===== config.mk =====
export PLATFORM = sky130hd
export DESIGN_NAME = seg7_scan_mux
export DESIGN_NICKNAME = d
export VERILOG_FILES = /design/src/rtl/seg7_pkg.sv /design/src/rtl/seg7_phase_timer.sv /design/src/rtl/seg7_scan_mux.sv
export SDC_FILE = /design/constraint.sdc
export NUM_CORES = 1
export LEC_CHECK = 0
export ABC_AREA = 0
export CELL_PAD_IN_SITES_DETAIL_PLACEMENT = 1
export CELL_PAD_IN_SITES_GLOBAL_PLACEMENT = 1
export CORE_MARGIN = 2
export CORE_UTILIZATION = 46
export CTS_CLUSTER_DIAMETER = 30
export DETAILED_ROUTE_END_ITERATION = 10
export PLACE_DENSITY_LB_ADDON = 0.1
export SYNTH_ARGS = -nofsm -noshare
export SYNTH_HDL_FRONTEND = slang
export SYNTH_SLANG_ARGS = --single-unit

===== constraint.sdc =====
create_clock -name clk -period 8.3 [get_ports clk]
set_input_delay 1.66 -clock clk [delete_from_list [all_inputs] [get_ports clk]]
set_output_delay 1.66 -clock clk [all_outputs]
set_load 0.005 [all_outputs]

===== src/rtl/seg7_pkg.sv =====
// +-----------------------------------------------------------------------------
// | seg7_pkg : shared constants, state type and anode helper for the scan mux
// | Revision : 1.0
// +-----------------------------------------------------------------------------
`default_nettype none

package seg7_pkg;

    localparam logic [6:0] SEG_OFF    = 7'h7F;
    localparam logic [6:0] SEG_ZERO   = 7'b0000001;
    localparam logic [7:0] AN_OFF     = 8'hFF;
    localparam int         NUM_DIGITS = 8;

    typedef enum logic [1:0] {
        ST_IDLE  = 2'd0,
        ST_BLANK = 2'd1,
        ST_SHOW  = 2'd2
    } state_t;

    // Active-low one-hot anode pattern for a digit index.
    function automatic logic [7:0] an_select(input logic [2:0] idx);
        return ~(8'd1 << idx);
    endfunction

endpackage

`default_nettype wire


===== src/rtl/seg7_phase_timer.sv =====
// +-----------------------------------------------------------------------------
// | seg7_phase_timer : loadable down-counter that parks at zero and flags done
// | Revision : 1.0
// +-----------------------------------------------------------------------------
`default_nettype none

module seg7_phase_timer #(
    parameter int WIDTH = 3
) (
    input  logic             clk,
    input  logic             rst_n,
    input  logic             load,
    input  logic [WIDTH-1:0] load_val,
    output logic [WIDTH-1:0] count,
    output logic             done
);

    logic [WIDTH-1:0] r_count;

    always_ff @(posedge clk or negedge rst_n) begin
        if (!rst_n) begin
            r_count <= '0;
        end else if (load) begin
            r_count <= load_val;
        end else if (r_count != '0) begin
            r_count <= r_count - 1'b1;
        end
    end

    assign count = r_count;
    assign done  = (r_count == '0);

endmodule

`default_nettype wire


===== src/rtl/seg7_scan_mux.sv =====
// +-----------------------------------------------------------------------------
// | seg7_scan_mux : time-multiplexed 8-digit 7-segment driver with blanking gaps,
// |                 per-frame input snapshot and optional leading-zero blanking
// | Revision : 1.0
// +-----------------------------------------------------------------------------
`default_nettype none

module seg7_scan_mux
    import seg7_pkg::*;
#(
    parameter int DIGIT_CYCLES = 50000,
    parameter int BLANK_CYCLES = 500,
    parameter int LZ_SUPPRESS  = 0
) (
    input  logic       clk,
    input  logic       rst_n,
    input  logic       en,
    input  logic [6:0] HEX0,
    input  logic [6:0] HEX1,
    input  logic [6:0] HEX2,
    input  logic [6:0] HEX3,
    input  logic [6:0] HEX4,
    input  logic [6:0] HEX5,
    input  logic [6:0] HEX6,
    input  logic [6:0] HEX7,
    output logic [6:0] seg,
    output logic [7:0] an,
    output logic       frame_tick
);

    localparam int c_TMAX = (DIGIT_CYCLES > BLANK_CYCLES) ? DIGIT_CYCLES : BLANK_CYCLES;
    localparam int c_TW   = $clog2(c_TMAX) + 1;
    localparam bit c_HAS_BLANK = (BLANK_CYCLES > 0);
    localparam bit c_ONE_CYCLE = (DIGIT_CYCLES == 1);
    localparam logic [c_TW-1:0] c_DIGIT_LOAD = c_TW'(DIGIT_CYCLES - 1);
    localparam logic [c_TW-1:0] c_BLANK_LOAD = c_TW'(c_HAS_BLANK ? BLANK_CYCLES - 1 : 0);
    localparam logic [c_TW-1:0] c_GAP_LOAD   = c_HAS_BLANK ? c_BLANK_LOAD : c_DIGIT_LOAD;

    state_t          r_state;
    logic [2:0]      r_idx;
    logic [6:0]      r_snap [NUM_DIGITS];
    logic [7:0]      r_an;
    logic [6:0]      r_seg;
    logic            r_tick;

    logic [6:0]      w_hex      [NUM_DIGITS];
    logic [6:0]      w_snap_nxt [NUM_DIGITS];
    logic [2:0]      w_idx_nxt;
    logic            w_wrap;
    logic            w_cap;
    logic [7:0]      w_supp;
    logic            w_run;
    logic [7:0]      w_lit_an;
    logic [6:0]      w_lit_seg;
    logic            w_load;
    logic [c_TW-1:0] w_load_val;
    logic [c_TW-1:0] w_count;
    logic            w_done;

    assign w_hex[0] = HEX0;
    assign w_hex[1] = HEX1;
    assign w_hex[2] = HEX2;
    assign w_hex[3] = HEX3;
    assign w_hex[4] = HEX4;
    assign w_hex[5] = HEX5;
    assign w_hex[6] = HEX6;
    assign w_hex[7] = HEX7;

    // A fresh snapshot is taken on frame start and on the 7->0 wrap, so the
    // lit pattern for the next digit must come from the value being captured.
    assign w_wrap = (r_state == ST_SHOW) && w_done && (r_idx == 3'd7);
    assign w_cap  = en && ((r_state == ST_IDLE) || w_wrap);

    for (genvar k = 0; k < NUM_DIGITS; k++) begin : g_snap
        assign w_snap_nxt[k] = w_cap ? w_hex[k] : r_snap[k];
    end

    always_comb begin
        w_idx_nxt = r_idx;
        if (!en || r_state == ST_IDLE) begin
            w_idx_nxt = 3'd0;
        end else if (r_state == ST_SHOW && w_done) begin
            w_idx_nxt = r_idx + 3'd1;
        end
    end

    always_comb begin
        w_supp = '0;
        w_run  = (LZ_SUPPRESS != 0);
        for (int k = NUM_DIGITS - 1; k >= 1; k--) begin
            w_run     = w_run && (w_snap_nxt[k] == SEG_ZERO);
            w_supp[k] = w_run;
        end
    end

    assign w_lit_an  = w_supp[w_idx_nxt] ? AN_OFF  : an_select(w_idx_nxt);
    assign w_lit_seg = w_supp[w_idx_nxt] ? SEG_OFF : w_snap_nxt[w_idx_nxt];

    always_comb begin
        w_load     = 1'b0;
        w_load_val = c_DIGIT_LOAD;
        if (!en) begin
            w_load     = 1'b1;
            w_load_val = '0;
        end else begin
            case (r_state)
                ST_IDLE: begin
                    w_load     = 1'b1;
                    w_load_val = c_GAP_LOAD;
                end
                ST_BLANK: begin
                    w_load     = w_done;
                    w_load_val = c_DIGIT_LOAD;
                end
                ST_SHOW: begin
                    w_load     = w_done;
                    w_load_val = c_GAP_LOAD;
                end
                default: begin
                    w_load     = 1'b1;
                    w_load_val = '0;
                end
            endcase
        end
    end

    seg7_phase_timer #(
        .WIDTH    (c_TW)
    ) u_timer (
        .clk      (clk),
        .rst_n    (rst_n),
        .load     (w_load),
        .load_val (w_load_val),
        .count    (w_count),
        .done     (w_done)
    );

    always_ff @(posedge clk or negedge rst_n) begin
        if (!rst_n) begin
            r_state <= ST_IDLE;
            r_idx   <= 3'd0;
            r_an    <= AN_OFF;
            r_seg   <= SEG_OFF;
            r_tick  <= 1'b0;
            for (int k = 0; k < NUM_DIGITS; k++) begin
                r_snap[k] <= SEG_OFF;
            end
        end else begin
            r_idx <= w_idx_nxt;
            for (int k = 0; k < NUM_DIGITS; k++) begin
                r_snap[k] <= w_snap_nxt[k];
            end
            r_an   <= AN_OFF;
            r_seg  <= SEG_OFF;
            r_tick <= 1'b0;
            if (!en) begin
                r_state <= ST_IDLE;
            end else begin
                case (r_state)
                    ST_IDLE: begin
                        if (c_HAS_BLANK) begin
                            r_state <= ST_BLANK;
                        end else begin
                            r_state <= ST_SHOW;
                            r_an    <= w_lit_an;
                            r_seg   <= w_lit_seg;
                        end
                    end
                    ST_BLANK: begin
                        if (w_done) begin
                            r_state <= ST_SHOW;
                            r_an    <= w_lit_an;
                            r_seg   <= w_lit_seg;
                            r_tick  <= (r_idx == 3'd7) && c_ONE_CYCLE;
                        end
                    end
                    ST_SHOW: begin
                        if (!w_done) begin
                            r_an   <= w_lit_an;
                            r_seg  <= w_lit_seg;
                            r_tick <= (r_idx == 3'd7) && (w_count == c_TW'(1));
                        end else if (c_HAS_BLANK) begin
                            r_state <= ST_BLANK;
                        end else begin
                            r_an   <= w_lit_an;
                            r_seg  <= w_lit_seg;
                            r_tick <= (w_idx_nxt == 3'd7) && c_ONE_CYCLE;
                        end
                    end
                    default: r_state <= ST_IDLE;
                endcase
            end
        end
    end

    assign seg        = r_seg;
    assign an         = r_an;
    assign frame_tick = r_tick;

    a_an_onehot_low: assert property (@(posedge clk) disable iff (!rst_n) $onehot0(~an));

endmodule

`default_nettype wire

# Yosys cells after proc, flatten, opt, wreduce, memory -nomap -nowiden
# Memory sizes are Yosys's and may differ from the RTL's.
# Index checks and enable logic that the tools add are counted.
dict set report totals {
  word_cells 79
  romBits 8
  n_memories 1
  output_inout_bits 16
  in_bits 59
  regBits 94
}
dict set report op_classes {
  shift 1
  magnitude_cmp 2
  bitwise 2
  addsub 2
  eq_ne 6
  n_reduce_logical 14
  muxes 37
}
# memory depth word_bits read_ports rd_ports_with_merged_regs wr line
set mem_list {}
lappend mem_list {{(no name shown)} 8 1 1 0 0 seg7_scan_mux.sv:97} ;# assign w_lit_seg = w_supp[w_idx_nxt] ? SEG_OFF : w_snap_nxt[w_idx_nxt];
# op count
set ops {}
lappend ops {{7-bit 2-to-1 mux} 14}
lappend ops {{17-bit 2-to-1 mux} 2}
lappend ops {{8-bit 2-to-1 mux} 4}
lappend ops {{16-bit case mux with 2 select lines} 1}
lappend ops {{7-bit binary-select mux with 3-bit select} 1}
lappend ops {{17-bit by 1-bit equality test with 1-bit output, second input constant} 1}
lappend ops {{17-bit zero test} 1}
lappend ops {{17-bit nonzero test} 1}
lappend ops {{17-bit by 1-bit subtractor with 17-bit output, second input constant} 1}
lappend ops {{16-bit 2-to-1 mux} 1}
lappend ops {{8-bit case mux with 2 select lines} 1}
lappend ops {{7-bit case mux with 2 select lines} 1}
lappend ops {{8-bit inverter} 1}
lappend ops {{1-bit by 3-bit << shifter with 8-bit output, first input constant} 1}
lappend ops {{1-bit 2-to-1 mux} 6}
lappend ops {{2-bit 2-to-1 mux} 3}
lappend ops {{3-bit 2-to-1 mux} 2}
lappend ops {{3-bit inequality test, second input constant} 2}
lappend ops {{2-bit case mux with 3 select lines} 1}
lappend ops {{4-bit >= comparator, second input constant} 1}
lappend ops {{1-bit logical AND} 4}
lappend ops {{3-bit by 4-bit < comparator with 1-bit output, second input constant} 1}
lappend ops {{3-bit inverter with 4-bit output} 1}
lappend ops {{2-bit OR reduction} 2}
lappend ops {{9 further kinds} 10}

# Depth between registers and ports, before layout
dict set report depth {
  ltp_word 13
  mapped_depth 12
  depth_no_buf 9
}

# Hierarchy
# A second synthesis with hierarchy kept.
dict set report unflattened {
  hier_cells 509
  area_unflattened_um2 5071.1
}
# mod instances area_per_inst_um2 cells_each seq_area_each_um2
set modules_own_cells {}
lappend modules_own_cells {seg7_scan_mux 1 4037.6 400 2015.7}
lappend modules_own_cells {seg7_phase_timer 1 1033.5 109 425.4}

# Worst setup path after synthesis
# Ideal clock, no wire load.
dict set report synth_timing {
  path_type {input to register}
  startpoint {input en}
  endpoint {register r_seg[2], in the netlist seg[2]}
  path_stages 8
  arrival_ns 3.272
  setup_slack_ns 4.956
  t_required_ns 8.228
  path_buffers 2
  setup_time_ns 0.072
  cell_sequence {nor2b_1 -> clkbuf_1 -> nand2_1 -> mux2i_1 -> buf_6 -> mux2i_1 -> a2111o_1 -> o21ai_1}
}
dict set report synth_between {
  elab_chain_cells 11
  elab_cells_between_ends 23
  cone_classes {mux: 18; bitwise: 1; reduce/logical: 3; memory: 1}
}
# item line
set synth_lines {}
lappend synth_lines {{start: declaration} seg7_scan_mux.sv:17} ;# input logic en,
lappend synth_lines {{1-bit zero test (*)} --}
lappend synth_lines {{1-bit logical OR (*)} seg7_scan_mux.sv:80} ;# if (!en || r_state == ST_IDLE) begin
lappend synth_lines {{3-bit 2-to-1 mux (*)} seg7_scan_mux.sv:80}
lappend synth_lines {{net w_idx_nxt[1]} seg7_scan_mux.sv:48} ;# logic [2:0] w_idx_nxt;
lappend synth_lines {{3-bit inverter with 4-bit output (implied by the code)} seg7_scan_mux.sv:97}
lappend synth_lines {{7-bit binary-select mux with 3-bit select} seg7_scan_mux.sv:97}
lappend synth_lines {{7-bit 2-to-1 mux (implied by the code) (2 in series)} seg7_scan_mux.sv:97}
lappend synth_lines {{7-bit 2-to-1 mux (*)} seg7_scan_mux.sv:97}
lappend synth_lines {{7-bit 2-to-1 mux, on equally long branches} {seg7_scan_mux.sv:178, seg7_scan_mux.sv:170}}
lappend synth_lines {{7-bit case mux with 2 select lines (*)} seg7_scan_mux.sv:159} ;# case (r_state)
lappend synth_lines {{7-bit 2-to-1 mux (*)} seg7_scan_mux.sv:156} ;# if (!en) begin
lappend synth_lines {{end signal: assignment} seg7_scan_mux.sv:166} ;# r_seg <= w_lit_seg;
lappend synth_lines {{end signal: assignment} seg7_scan_mux.sv:180} ;# r_seg <= w_lit_seg;
lappend synth_lines {{end signal: assignment} seg7_scan_mux.sv:186} ;# r_seg <= w_lit_seg;
lappend synth_lines {{end: declaration} seg7_scan_mux.sv:43} ;# logic [6:0] r_seg;
# Mark *: on every way through the listed nets, which the timed path passes. The rest lies on a longest branch. The select of a mux whose other input is x is not followed.
# A chain may end at the register's enable or synchronous reset.

# Final worst setup path
dict set report layout_timing {
  startpoint {input en}
  endpoint {register r_seg[6], in the netlist seg[6]}
}
dict set report layout_between {
  elab_chain_cells 11
  elab_cells_between_ends 23
  cone_classes {mux: 18; bitwise: 1; reduce/logical: 3; memory: 1}
}
# item line
set layout_lines {}
lappend layout_lines {{1-bit zero test} --}
lappend layout_lines {{1-bit logical OR} seg7_scan_mux.sv:80}
lappend layout_lines {{3-bit 2-to-1 mux} seg7_scan_mux.sv:80}
lappend layout_lines {{3-bit inverter with 4-bit output (implied by the code)} seg7_scan_mux.sv:97}
lappend layout_lines {{7-bit binary-select mux with 3-bit select} seg7_scan_mux.sv:97}
lappend layout_lines {{7-bit 2-to-1 mux (implied by the code) (2 in series)} seg7_scan_mux.sv:97}
lappend layout_lines {{7-bit 2-to-1 mux} seg7_scan_mux.sv:97}
lappend layout_lines {{7-bit 2-to-1 mux, on equally long branches} {seg7_scan_mux.sv:178, seg7_scan_mux.sv:170}}
lappend layout_lines {{7-bit case mux with 2 select lines} seg7_scan_mux.sv:159}
lappend layout_lines {{7-bit 2-to-1 mux (*)} seg7_scan_mux.sv:156}
# Every way passes the cells marked *; elsewhere a longest branch is shown, timed or not. The select of a mux whose other input is x is not followed.

==> impl_results.md <==
* Setup bufs post-CTS at 0
* WL final at 11.6 mm
* Worst slew pin tran at 0.920 ns
* FF+latch count, synth at 94
* Slowest CP cell: clkdlybuf4s50_1
* Tot GR Track Use at 22.9%
* Syn_nets at 462
* Slowest stage delay, CP at 0.79 ns
* First-pass GRT wire length at 19.5 mm
* Final net count at 536
* Crit path DAT at 4.66 ns
* Main synth FF type: dfstp_2
* Clk sink count at 94
* Placed Cells at 590
* Routed Antenna Nets at 0
* H-tree levels at 3
* Max_slew headroom at 38.5%
* GRT overflow at 0
* Flop pwr share at 52.2%
* Distinct cells, synth at 50
* Layout Utilization at 58.4%
* Max frequency at 0.229 GHz
* Power Dens Cells at 206 nW/um^2
* # DRC at 0
* CP bufs+invs at 2
* CTS Buf Count at 9
* Core footprint at 9730 sq um
* Detail Placement HPWL at 8.17 mm
* Final setup fails at 0
* CP Launch Type: input port
* CP top delay family: buffers and inverters
* Syn Inst Count at 394
* Row count at 36
* Largest net degree at the start of global routing at 61
* Final period util at 52.6%
* Sw Share at 29.7%
* Max layer used: met4
* Reg clk slew, reported paths at 0.10 ns
* Detailed Route Iter0 Violations at 123
* Initial antenna violation count at 0
* Worst min path class: flop to flop
* Setup TNS at 0 ns
* Number of synthesized flops with an enable pin at 0
* Reg-to-Reg Start: u_timer.count[6]
* Setup ws final at 3.94 ns
* Fin Hold WS at 0.573 ns
* P_leak at 2.35 nW
* Worst-case clock buffer depth at 2
* Power Total at 1.17 mW
* Net Sw Power at 347 uW
* Clock latency on the worst-skew pair at 0.38 ns
* Placement Cell Area at 5500 sq um
* Die Ht at 104 um
* Synth Area per Inst at 11.7 sq um
* Hold Fails Final Rpt at 0
* CP startpoint: en
* Post-cts sizing count at 0
* DP Worst Slack at 3.58 ns
* Layout area overhead at 23.3%
* Via count normalized by instance count at 5.51
* Number of global-route vias before repair at 3611
* RSZ-0062 raised after global routing: false
* Port Buffer Count at 74
* WL met2 at 5.58 mm
* Gate power share at 22.6%
* Crit path capture type: flop
* Drt first pass iters at 4
* Cts hold-fix bufs at 0
* Sequential area share after synthesis at 52.9%
* Total die area at 10800 sq um
* Finished Layout Cells at 606
* CP Cell Sequence: clkdlybuf4s50_1 > nand4b_1 > nor4_1 > a32oi_4 > buf_4 > mux2i_1 > o221a_2 > a2111o_1 > o21ai_1
* CP Max Fanout at 56
* CTS root buffer: clkbuf_8
* Met1 WL at 5.58 mm
* I/O pin count at 75
* Clock power frac at 25.2%
* Max-cap violations at 0
* # diodes at 0
* Vias at 3337
* TritonCTS clock tree: yes
* CP required at 8.60 ns
* Routed WL per cell at 19.1 um
* Hold Startpoint: u_timer.count[11]
* Die span in x at 104 um
* Worst IR Drop VDD at 0.0878 mV
* Fraction of layout cells with a size suffix above 1 at 29.6%
* Max-slew violation count at 0
* Cell-internal power at 821 uW
* Placer congestion estimate at 0.789
* Clock Skew at 0.0166 ns
* Post-synth ARST share at 100%
* Initial core utilization at 47.4%
* Status: complete, no violations
* Netlist Area Pre-Place at 4610 sq um
* Critical path class: input port to flop
* Post-Layout Inst Area at 5680 sq um
* Post-layout minimum cycle time at 4.36 ns
* Wire length on met3 at 316 um
* Synth Warn # at 0
==> flip-flops by register name (all words and copies together) (netlist names) <==
signal,flops
r_snap,56
u_timer.count,17
an,8
seg,7
r_idx,3
r_state,2
frame_tick,1
==> tightest hold or removal path, delay by kind of cell, from the launching register on <==
| kind | cells | cell delay (ns) |
|---|---|---|
| flip-flops | 1 | 0.40 |
| AO/OA/AOI/OAI | 2 | 0.15 |
==> layout make-up <==
| class | instances | area (sq um) |
|---|---|---|
| Multi-Input combinational cell | 246 | 1970 |
| Timing Repair Buffer | 80 | 783 |
| Fill cell | 1050 | 4050 |
| Clock buffer | 9 | 124 |
| Inverter | 37 | 139 |
| Sequential cell | 94 | 2440 |
| Tap cell | 133 | 166 |
| Clock inverter | 7 | 60.1 |
==> cell families (layout without fill, tap and decap cells) <==
family	count (synthesis)	count (layout)	synth area share [%]
flops	94	94	52.9
simple gates	83	83	10.6
mux	72	72	16.7
compound gates	70	70	10.2
buf+inv	54	133	4.83
xor+xnor	12	12	2.28
fa+ha+maj	9	9	2.44
==> synthesized netlist by cell type (all sizes together), types with 2 or more instances <==
cell type  number  area share (%)
nand2b          3            0.41
mux2           33             8.2
nor3            7             1.0
clkbuf          7            0.57
nor4            8             1.1
nor2           19             1.5
o221a           2            0.49
a311oi          3            0.57
dfstp          71              40
inv            37             3.0
a21oi          10             1.1
nor4b           2            0.52
o21a            2            0.33
dfrtp          23              12
or3             3            0.41
xnor2          10             1.9
or4             3            0.65
ha              9             2.4
nand4           2            0.27
xor2            2            0.38
nor2b           5            0.68
o21ai          32             3.5
nand2          14             1.1
buf            10             1.2
a2111o          2            0.49
a41oi           2            0.54
o21ba           2            0.43
mux2i          39             8.5
nand3           9            0.98
o221ai         12             2.3
==> per-layer routing <==
layer / global-route usage [%] / vias to the layer above
li1: - / 1551
met1: 32.6 / 1720
met2: 36.4 / 59
met3: 4.07 / 7
met4: 5.79 / 0
met5: 0 / -
==> worst paths after layout <==
check | to | slack (ns) | cells after the start
setup / recovery | seg[6] | 3.94 | 9
hold / removal | u_timer.count[11] | 0.57 | 2
setup reg to reg | seg[6] | 4.79 | 8
hold reg to reg | u_timer.count[11] | 0.57 | 2
max in group asynchronous | r_idx[0] | 5.94 | 2
min in group asynchronous | u_timer.count[9] | 1.22 | 1
==> cell usage in the layout (no fill, tap or decap), types with 2 or more instances in the layout <==
master	instances
a2111o_1	2
a21oi_1	10
a311oi_1	3
buf_4	7
clkbuf_8	9
clkdlybuf4s50_1	73
dfrtp_1	23
dfstp_2	71
ha_1	9
inv_1	37
inv_6	3
mux2_2	31
mux2_4	2
mux2i_1	38
nand2_1	14
nand2b_1	3
nand3_1	9
nand4_1	2
nor2_1	19
nor2b_1	5
nor3_1	6
nor4_1	8
o21a_1	2
o21ai_0	28
o21ai_1	4
o21ba_2	2
o221a_2	2
o221ai_1	12
or3_1	3
or4_4	2
xnor2_1	10
xor2_1	2
==> power groups by stage <==
| stage | combinational (mW) | sequential [mW] | clock, mW |
|---|---|---|---|
| 2_1_floorplan | 0.162 | 0.608 | 0 |
| 3_3_place_gp | 0.254 | 0.612 | 0 |
| 3_5_place_dp | 0.263 | 0.618 | 0 |
| 4_1_cts | 0.266 | 0.610 | 0.304 |
| 5_1_grt | 0.292 | 0.619 | 0.323 |
| 6_report | 0.264 | 0.610 | 0.295 |
Note: power is estimated with default switching activity, not from simulation.
